[src/rtl/mc_cr_sched_if.sv]
// ---------------------------------------------------------------------------
// mc_cr_sched_if
// Bundle of every handshake/bus signal around the chroma MC residual
// sequencer: MB job request, mc_cr start handshake, mc_cr residual beat
// stream, and the registered tagged output beat stream.
//
// Modports
//   master : the sequencer (mc_cr_sched) view
//   slave  : the surrounding environment view (MB FSM, mc_cr, downstream)
//
// Handshake rule for every valid/ready pair below: a transfer happens on a
// rising clock edge where both valid and ready are 1; a source that raises
// valid keeps it (and its payload) stable until that edge.
//
// Signals
//   mb_valid / mb_ready / mb_tag      : job request, accept, MB identifier
//   mc_sel                            : 0 = Cb, 1 = Cr, selects mc_cr inputs
//   mc_src_valid / mc_src_ready       : start request to mc_cr
//   mc_dst_valid / mc_dst_ready/mc_res: residual beats from mc_cr {pix1,pix0}
//   out_valid / out_ready / out_data  : registered output beat
//   out_comp / out_beat / out_last    : component, beat index, end of MB
//   out_tag                           : captured mb_tag
// ---------------------------------------------------------------------------
interface mc_cr_sched_if #(
    parameter int MB_SIZE     = 8,
    parameter int PIXEL_WIDTH = 8,
    parameter int TAG_W       = 16
);
    localparam int BEATS  = MB_SIZE * MB_SIZE / 2;
    localparam int BEAT_W = $clog2(BEATS);

    logic                     mb_valid;
    logic                     mb_ready;
    logic [TAG_W-1:0]         mb_tag;

    logic                     mc_sel;
    logic                     mc_src_valid;
    logic                     mc_src_ready;
    logic                     mc_dst_valid;
    logic                     mc_dst_ready;
    logic [2*PIXEL_WIDTH-1:0] mc_res;

    logic                     out_valid;
    logic                     out_ready;
    logic [2*PIXEL_WIDTH-1:0] out_data;
    logic                     out_comp;
    logic [BEAT_W-1:0]        out_beat;
    logic                     out_last;
    logic [TAG_W-1:0]         out_tag;

    modport master (
        input  mb_valid, mb_tag, mc_src_ready, mc_dst_valid, mc_res, out_ready,
        output mb_ready, mc_sel, mc_src_valid, mc_dst_ready,
        output out_valid, out_data, out_comp, out_beat, out_last, out_tag
    );

    modport slave (
        output mb_valid, mb_tag, mc_src_ready, mc_dst_valid, mc_res, out_ready,
        input  mb_ready, mc_sel, mc_src_valid, mc_dst_ready,
        input  out_valid, out_data, out_comp, out_beat, out_last, out_tag
    );
endinterface

[src/rtl/mc_cr_sched.sv]
// ---------------------------------------------------------------------------
// mc_cr_sched
// Sequencer for the single shared chroma MC residual unit (mc_cr). Accepts
// one macroblock job, starts mc_cr for Cb and then Cr, and drains BEATS
// residual beats per component through a single registered output stage,
// tagging each beat with component, beat index and MB tag.
//
// Optional feature: define MC_CR_SCHED_PERF_EN to build the saturating
// output-stall and completed-MB counters; otherwise both read as 0.
//
// Ports
//   clk          : clock, rising edge
//   reset        : synchronous, active-low
//   bus          : mc_cr_sched_if.master (job, mc_cr and output handshakes)
//   o_busy       : FSM not in IDLE
//   o_done       : one-cycle pulse at MB completion
//   o_perf_stall : cycles with out_valid & !out_ready (optional feature)
//   o_perf_mbs   : completed MB count (optional feature)
//   o_dbg_state  : current FSM state encoding
// ---------------------------------------------------------------------------
module mc_cr_sched #(
    parameter int MB_SIZE     = 8,
    parameter int PIXEL_WIDTH = 8,
    parameter int TAG_W       = 16
) (
    input  logic          clk,
    input  logic          reset,
    mc_cr_sched_if.master bus,
    output logic          o_busy,
    output logic          o_done,
    output logic [31:0]   o_perf_stall,
    output logic [31:0]   o_perf_mbs,
    output logic [2:0]    o_dbg_state
);
    localparam int BEATS  = MB_SIZE * MB_SIZE / 2;
    localparam int BEAT_W = $clog2(BEATS);

    typedef enum logic [2:0] {
        S_IDLE     = 3'd0,
        S_ISSUE_CB = 3'd1,
        S_DRAIN_CB = 3'd2,
        S_ISSUE_CR = 3'd3,
        S_DRAIN_CR = 3'd4,
        S_FLUSH    = 3'd5
    } state_t;

    state_t                   r_state;
    logic [BEAT_W-1:0]        r_beat;
    logic                     r_mb_ready;
    logic                     r_mc_sel;
    logic                     r_src_valid;
    logic                     r_done;
    logic [TAG_W-1:0]         r_tag;

    logic                     r_out_valid;
    logic [2*PIXEL_WIDTH-1:0] r_out_data;
    logic                     r_out_comp;
    logic [BEAT_W-1:0]        r_out_beat;
    logic                     r_out_last;
    logic [TAG_W-1:0]         r_out_tag;

    logic w_in_drain;
    logic w_dst_ready;
    logic w_dst_fire;
    logic w_out_fire;
    logic w_last_beat;

    assign w_in_drain  = (r_state == S_DRAIN_CB) || (r_state == S_DRAIN_CR);
    // Single output register with no skid: accept a new beat only when the
    // register is empty or is being emptied on this same edge.
    assign w_dst_ready = w_in_drain && (!r_out_valid || bus.out_ready);
    assign w_dst_fire  = w_dst_ready && bus.mc_dst_valid;
    assign w_out_fire  = r_out_valid && bus.out_ready;
    assign w_last_beat = (r_beat == BEAT_W'(BEATS - 1));

    // Control FSM. mb_ready is held low in the done cycle so the next job can
    // only be accepted one cycle after returning to IDLE.
    always_ff @(posedge clk) begin
        if (!reset) begin
            r_state     <= S_IDLE;
            r_beat      <= '0;
            r_mb_ready  <= 1'b1;
            r_mc_sel    <= 1'b0;
            r_src_valid <= 1'b0;
            r_done      <= 1'b0;
            r_tag       <= '0;
        end else begin
            r_done <= 1'b0;
            case (r_state)
                S_IDLE: begin
                    if (!r_mb_ready) begin
                        r_mb_ready <= 1'b1;
                    end else if (bus.mb_valid) begin
                        r_tag       <= bus.mb_tag;
                        r_mb_ready  <= 1'b0;
                        r_mc_sel    <= 1'b0;
                        r_src_valid <= 1'b1;
                        r_state     <= S_ISSUE_CB;
                    end
                end
                S_ISSUE_CB: begin
                    if (bus.mc_src_ready) begin
                        r_src_valid <= 1'b0;
                        r_state     <= S_DRAIN_CB;
                    end
                end
                S_DRAIN_CB: begin
                    if (w_dst_fire) begin
                        if (w_last_beat) begin
                            r_beat      <= '0;
                            r_mc_sel    <= 1'b1;
                            r_src_valid <= 1'b1;
                            r_state     <= S_ISSUE_CR;
                        end else begin
                            r_beat <= r_beat + 1'b1;
                        end
                    end
                end
                S_ISSUE_CR: begin
                    if (bus.mc_src_ready) begin
                        r_src_valid <= 1'b0;
                        r_state     <= S_DRAIN_CR;
                    end
                end
                S_DRAIN_CR: begin
                    if (w_dst_fire) begin
                        if (w_last_beat) begin
                            r_beat  <= '0;
                            r_state <= S_FLUSH;
                        end else begin
                            r_beat <= r_beat + 1'b1;
                        end
                    end
                end
                S_FLUSH: begin
                    // Finish once the final beat is gone or leaves on this edge.
                    if (!r_out_valid || bus.out_ready) begin
                        r_done   <= 1'b1;
                        r_mc_sel <= 1'b0;
                        r_state  <= S_IDLE;
                    end
                end
                default: begin
                    r_state <= S_IDLE;
                end
            endcase
        end
    end

    // Output register: load wins over drain so load+drain in one cycle keeps
    // one beat per cycle; fields only change on a load.
    always_ff @(posedge clk) begin
        if (!reset) begin
            r_out_valid <= 1'b0;
            r_out_data  <= '0;
            r_out_comp  <= 1'b0;
            r_out_beat  <= '0;
            r_out_last  <= 1'b0;
            r_out_tag   <= '0;
        end else if (w_dst_fire) begin
            r_out_valid <= 1'b1;
            r_out_data  <= bus.mc_res;
            r_out_comp  <= r_mc_sel;
            r_out_beat  <= r_beat;
            r_out_last  <= r_mc_sel && w_last_beat;
            r_out_tag   <= r_tag;
        end else if (w_out_fire) begin
            r_out_valid <= 1'b0;
        end
    end

`ifdef MC_CR_SCHED_PERF_EN
    logic [31:0] r_perf_stall;
    logic [31:0] r_perf_mbs;

    always_ff @(posedge clk) begin
        if (!reset) begin
            r_perf_stall <= '0;
            r_perf_mbs   <= '0;
        end else begin
            if (r_out_valid && !bus.out_ready && (r_perf_stall != 32'hFFFF_FFFF)) begin
                r_perf_stall <= r_perf_stall + 32'd1;
            end
            if (r_done && (r_perf_mbs != 32'hFFFF_FFFF)) begin
                r_perf_mbs <= r_perf_mbs + 32'd1;
            end
        end
    end

    assign o_perf_stall = r_perf_stall;
    assign o_perf_mbs   = r_perf_mbs;
`else
    assign o_perf_stall = 32'd0;
    assign o_perf_mbs   = 32'd0;
`endif

    assign bus.mb_ready     = r_mb_ready;
    assign bus.mc_sel       = r_mc_sel;
    assign bus.mc_src_valid = r_src_valid;
    assign bus.mc_dst_ready = w_dst_ready;
    assign bus.out_valid    = r_out_valid;
    assign bus.out_data     = r_out_data;
    assign bus.out_comp     = r_out_comp;
    assign bus.out_beat     = r_out_beat;
    assign bus.out_last     = r_out_last;
    assign bus.out_tag      = r_out_tag;

    assign o_busy      = (r_state != S_IDLE);
    assign o_done      = r_done;
    assign o_dbg_state = r_state;

endmodule

[src/flat_wrapper.sv]
// flat-port wrapper written by rule: the top's interface ports become plain ports
module mc_cr_sched_flat 
#(
    parameter int MB_SIZE     = 8,
    parameter int PIXEL_WIDTH = 8,
    parameter int TAG_W       = 16
)
  (clk, reset, o_busy, o_done, o_perf_stall, o_perf_mbs, o_dbg_state, bus_mb_valid, bus_mb_tag, bus_mc_src_ready, bus_mc_dst_valid, bus_mc_res, bus_out_ready, bus_mb_ready, bus_mc_sel, bus_mc_src_valid, bus_mc_dst_ready, bus_out_valid, bus_out_data, bus_out_comp, bus_out_beat, bus_out_last, bus_out_tag);
  mc_cr_sched_if #(.MB_SIZE(MB_SIZE), .PIXEL_WIDTH(PIXEL_WIDTH), .TAG_W(TAG_W)) bus_i ();
  input  logic clk;
  input  logic reset;
  output logic o_busy;
  output logic o_done;
  output logic [31:0] o_perf_stall;
  output logic [31:0] o_perf_mbs;
  output logic [2:0] o_dbg_state;
  input wire logic [$bits(bus_i.mb_valid)-1:0] bus_mb_valid;
  input wire logic [$bits(bus_i.mb_tag)-1:0] bus_mb_tag;
  input wire logic [$bits(bus_i.mc_src_ready)-1:0] bus_mc_src_ready;
  input wire logic [$bits(bus_i.mc_dst_valid)-1:0] bus_mc_dst_valid;
  input wire logic [$bits(bus_i.mc_res)-1:0] bus_mc_res;
  input wire logic [$bits(bus_i.out_ready)-1:0] bus_out_ready;
  output wire logic [$bits(bus_i.mb_ready)-1:0] bus_mb_ready;
  output wire logic [$bits(bus_i.mc_sel)-1:0] bus_mc_sel;
  output wire logic [$bits(bus_i.mc_src_valid)-1:0] bus_mc_src_valid;
  output wire logic [$bits(bus_i.mc_dst_ready)-1:0] bus_mc_dst_ready;
  output wire logic [$bits(bus_i.out_valid)-1:0] bus_out_valid;
  output wire logic [$bits(bus_i.out_data)-1:0] bus_out_data;
  output wire logic [$bits(bus_i.out_comp)-1:0] bus_out_comp;
  output wire logic [$bits(bus_i.out_beat)-1:0] bus_out_beat;
  output wire logic [$bits(bus_i.out_last)-1:0] bus_out_last;
  output wire logic [$bits(bus_i.out_tag)-1:0] bus_out_tag;
  assign bus_i.mb_valid = bus_mb_valid;
  assign bus_i.mb_tag = bus_mb_tag;
  assign bus_i.mc_src_ready = bus_mc_src_ready;
  assign bus_i.mc_dst_valid = bus_mc_dst_valid;
  assign bus_i.mc_res = bus_mc_res;
  assign bus_i.out_ready = bus_out_ready;
  assign bus_mb_ready = bus_i.mb_ready;
  assign bus_mc_sel = bus_i.mc_sel;
  assign bus_mc_src_valid = bus_i.mc_src_valid;
  assign bus_mc_dst_ready = bus_i.mc_dst_ready;
  assign bus_out_valid = bus_i.out_valid;
  assign bus_out_data = bus_i.out_data;
  assign bus_out_comp = bus_i.out_comp;
  assign bus_out_beat = bus_i.out_beat;
  assign bus_out_last = bus_i.out_last;
  assign bus_out_tag = bus_i.out_tag;
  mc_cr_sched #(.MB_SIZE(MB_SIZE), .PIXEL_WIDTH(PIXEL_WIDTH), .TAG_W(TAG_W)) u_core (.clk(clk), .reset(reset), .bus(bus_i), .o_busy(o_busy), .o_done(o_done), .o_perf_stall(o_perf_stall), .o_perf_mbs(o_perf_mbs), .o_dbg_state(o_dbg_state));
endmodule
[config.mk]
export PLATFORM = sky130hd
export DESIGN_NAME = mc_cr_sched_flat
export DESIGN_NICKNAME = d
export VERILOG_FILES = /design/src/rtl/mc_cr_sched_if.sv /design/src/rtl/mc_cr_sched.sv /design/src/flat_wrapper.sv
export SDC_FILE = /design/constraint.sdc
export NUM_CORES = 1
export LEC_CHECK = 0
export BUFFER_PORTS_ARGS = -buffer_cell sky130_fd_sc_hd__buf_2
export CORE_MARGIN = 2
export CORE_UTILIZATION = 40
export CTS_CLUSTER_DIAMETER = 200
export CTS_CLUSTER_SIZE = 14
export DETAILED_ROUTE_END_ITERATION = 10
export PLACE_DENSITY = 0.69
export SKIP_CTS_REPAIR_TIMING = 1
export SLEW_MARGIN = 20
export SYNTH_ARGS = -nofsm -noshare
export SYNTH_HDL_FRONTEND = slang
export SYNTH_SLANG_ARGS = --single-unit
[constraint.sdc]
create_clock -name clk -period 2.5 [get_ports clk]
set_input_delay 0.25 -clock clk [delete_from_list [all_inputs] [get_ports clk]]
set_output_delay 0.25 -clock clk [all_outputs]
set_load 0.05 [all_outputs]
==> flow_summary_export.csv <==
group,metric,value,unit
floorplan,die_w,93.2,µm
synthesis,synth_area_leaders,"dfxtp_1, buf_4, nand2_1, a21boi_0, a21boi_1",
cts,root_buffer,"clkbuf_8",
layout,final_util,47.7,%
place,port_buffers,86,
sta,timing.final.crit_period,1.85,ns
routing,drc_errors,0,
synthesis,ys_seq_elements,68,
cts,cts_max_path_buffers,2,
routing,num_vias,2522,
synthesis,ys_types,37,
synthesis,synth_area,0.00318,mm²
power_and_ir_drop,power_leakage,1.64,nW
setup_path,critical_path.endpoint_type,"output pin",
synthesis,synth_top_cell_by_area,"dfxtp_1",
routing,wire_per_inst,11.4,µm
setup_path,arrival,1.60,ns
routing,wl,6.43,mm
sta,worst_slew_pin_slew,0.679,ns
layout,syn_to_final_growth,15.8,%
place,hpwl,4.52,mm
synthesis,synthFlopType,"dfxtp_1",
cts,cts_buffers,9,
sta,fin_skew,0.0117,ns
job,drv_cap,0,
grt,globalRouteTotalUtil,15.3,%
layout,regArea,0.00136,mm²
synthesis,syn_inst,381,
synthesis,synth_top_area_share,42.8,%
floorplan,core_area,0.00773,mm²
grt,first_global_vias,2269,
grt,antenna_found_initial,0,
synthesis,synth_most_common_cell,"nand2_1",
floorplan,dieArea,0.00868,mm²
setup_path,crit_type,"register to output pin",
cts,numClockSinks,68,
grt,grt_pass1_wl,10.4,mm
synthesis,synth_edf_count,0,
layout,drive_above_1_share,23.9,%
sta,hold_viol,0,
cts,clk_pin_slew,0.07,ns
sta,rsz0062_at_grt,"no",
routing,vias_per_cell,4.46,
cts,cts_tree,"yes",
sta,slew_headroom,54.6,%
power_and_ir_drop,vdd_drop_max,0.000363,V
layout,multi_input_area,0.00145,mm²
layout,fillerInstances,779,
grt,grt-ovfl-total,0,
sta,fmax,540,MHz
synthesis,yosysSeqAreaShare,42.8,%
floorplan,std_cell_rows,32,
routing,dr.pass1.iters,4,
setup_path,crit_required,2.25,ns
sta,finalMaxSlewViolations,0,
setup_path,worstSetupStartpointType,"register",
place,gp_congestion,0.818,
sta,post-route-period-util,74.0,%
synthesis,yosys_warnings,0,
routing,ant_nets,0,
layout,n_antenna_cell,0,
place,dp.cells,550,
synthesis,synthArstFlopShare,0,%
synthesis,avgSynthCellArea,8.35,µm²
sta,setup_viol,0,
run_status,status,"completed",
cts,htreeDepth,3,
power_and_ir_drop,power_density,759,mW/mm²
setup_path,worstPathMaxFanout,11,
min_path,hold_path.class,"input port to register",
floorplan,initial_core_util,41.2,%
routing,drtIter0Drc,88,
cts,insertion_delay,0.34,ns
floorplan,ios,151,
grt,grt_max_degree,41,
layout,nets,499,
sta,setup_tns,0,ns
layout,instances_no_fill,566,
floorplan,chipHeight,93.2,µm
synthesis,synthTopCellsByCount,"nand2_1, dfxtp_1, buf_4",
power by group:
group	internal (mW)	switching, mW
logic	0.0997	0.419
clock network	0.716	0.399
registers	1.13	0.0327
metrics by stage:
step / worst slack (ns) / hold slack [ns] / cell area [µm²] / power [mW]
2_1_floorplan: 0.659 / 0.385 / 3420 / 1.69
3_3_place_gp: 0.765 / 0.438 / 3430 / 1.70
3_5_place_dp: 0.696 / 0.445 / 3430 / 1.70
4_1_cts: 0.630 / 0.135 / 3680 / 2.83
5_1_grt: 0.558 / 0.136 / 3680 / 2.94
6_report: 0.649 / 0.151 / 3680 / 2.79
path summary, 6_finish.rpt:
check | start | slack (ns) | depth (start not counted) | endpoint
max | u_core.o_dbg_state[1]$_SDFFE_PN0P_ | 0.65 | 3 | bus_mc_dst_ready
max reg2reg | u_core.o_dbg_state[1]$_SDFFE_PN0P_ | 0.69 | 5 | u_core.r_beat[3]$_SDFFE_PN0P_
min | bus_mb_tag[12] | 0.15 | 3 | u_core.r_tag[12]$_SDFFE_PN0P_
min reg2reg | u_core.bus.out_tag[5]$_SDFFE_PN0P_ | 0.46 | 2 | u_core.bus.out_tag[5]$_SDFFE_PN0P_
layout by cell type, fill, tap and decap left out, types with 2 or more instances in the layout:
cell type  Yosys  final
a21boi_0      52     52
dfxtp_1       68     68
ha_1           2      2
nand3_1        3      3
inv_1          2      2
and3_1         4      4
bufinv_16      0      3
conb_1         1     64
o21a_1         2      2
clkbuf_8       0     11
o21ai_0        4      4
nand2_1      117    117
a31oi_1        3      3
nand2b_1       2      2
nor2_1         4      4
a21boi_1      10     10
nand4_1        2      2
buf_2         12     86
buf_4         65      4
kinds of logic (layout without fill, tap and decap cells):
group           after synthesis  after routing  share of synthesized area [%]
compound gates               76             76                           17.6
xor+xnor                      2              2                          0.787
fa+ha+maj                     2              2                          0.787
buf+inv                      90            110                           19.0
flops                        68             68                           42.8
other cells                   1             64                          0.118
simple gates                142            142                           18.9
sequential cells by signal, summed over array words and instances, names as in the netlist:
name,count
u_core.bus.out_last,1
u_core.r_beat,5
u_core.o_dbg_state,3
u_core.bus.out_tag,16
u_core.bus.out_data,16
u_core.bus.mc_src_valid,1
u_core.bus.out_beat,5
u_core.o_done,1
u_core.r_tag,16
u_core.bus.out_valid,1
u_core.bus.mb_ready,1
u_core.bus.out_comp,1
u_core.bus.mc_sel,1
layout make-up:
cell class / count / share of cell area, %
multi-input cells: 286 / 39.4
flip-flops and latches: 68 / 37.0
repair buffers: 91 / 13.0
clock buffers: 12 / 4.21
well taps: 102 / 3.47
clock inverters: 4 / 2.58
inverters: 3 / 0.306
critical path: stages (launching register included):
cell and delay, ns:
dfxtp_1 0.57, xor2_2 0.22, and3_1 0.21, buf_2 0.27
metal layers:
layer | global-route usage (%) | vias up | wire length, µm
li1 | - | 1268 | -
met1 | 17.0 | 1133 | 2650
met2 | 25.7 | 115 | 3110
met3 | 7.82 | 6 | 614
met4 | 4.66 | 0 | 51
met5 | 0 | - | 0
Note: power is estimated with default switching activity, not from simulation.
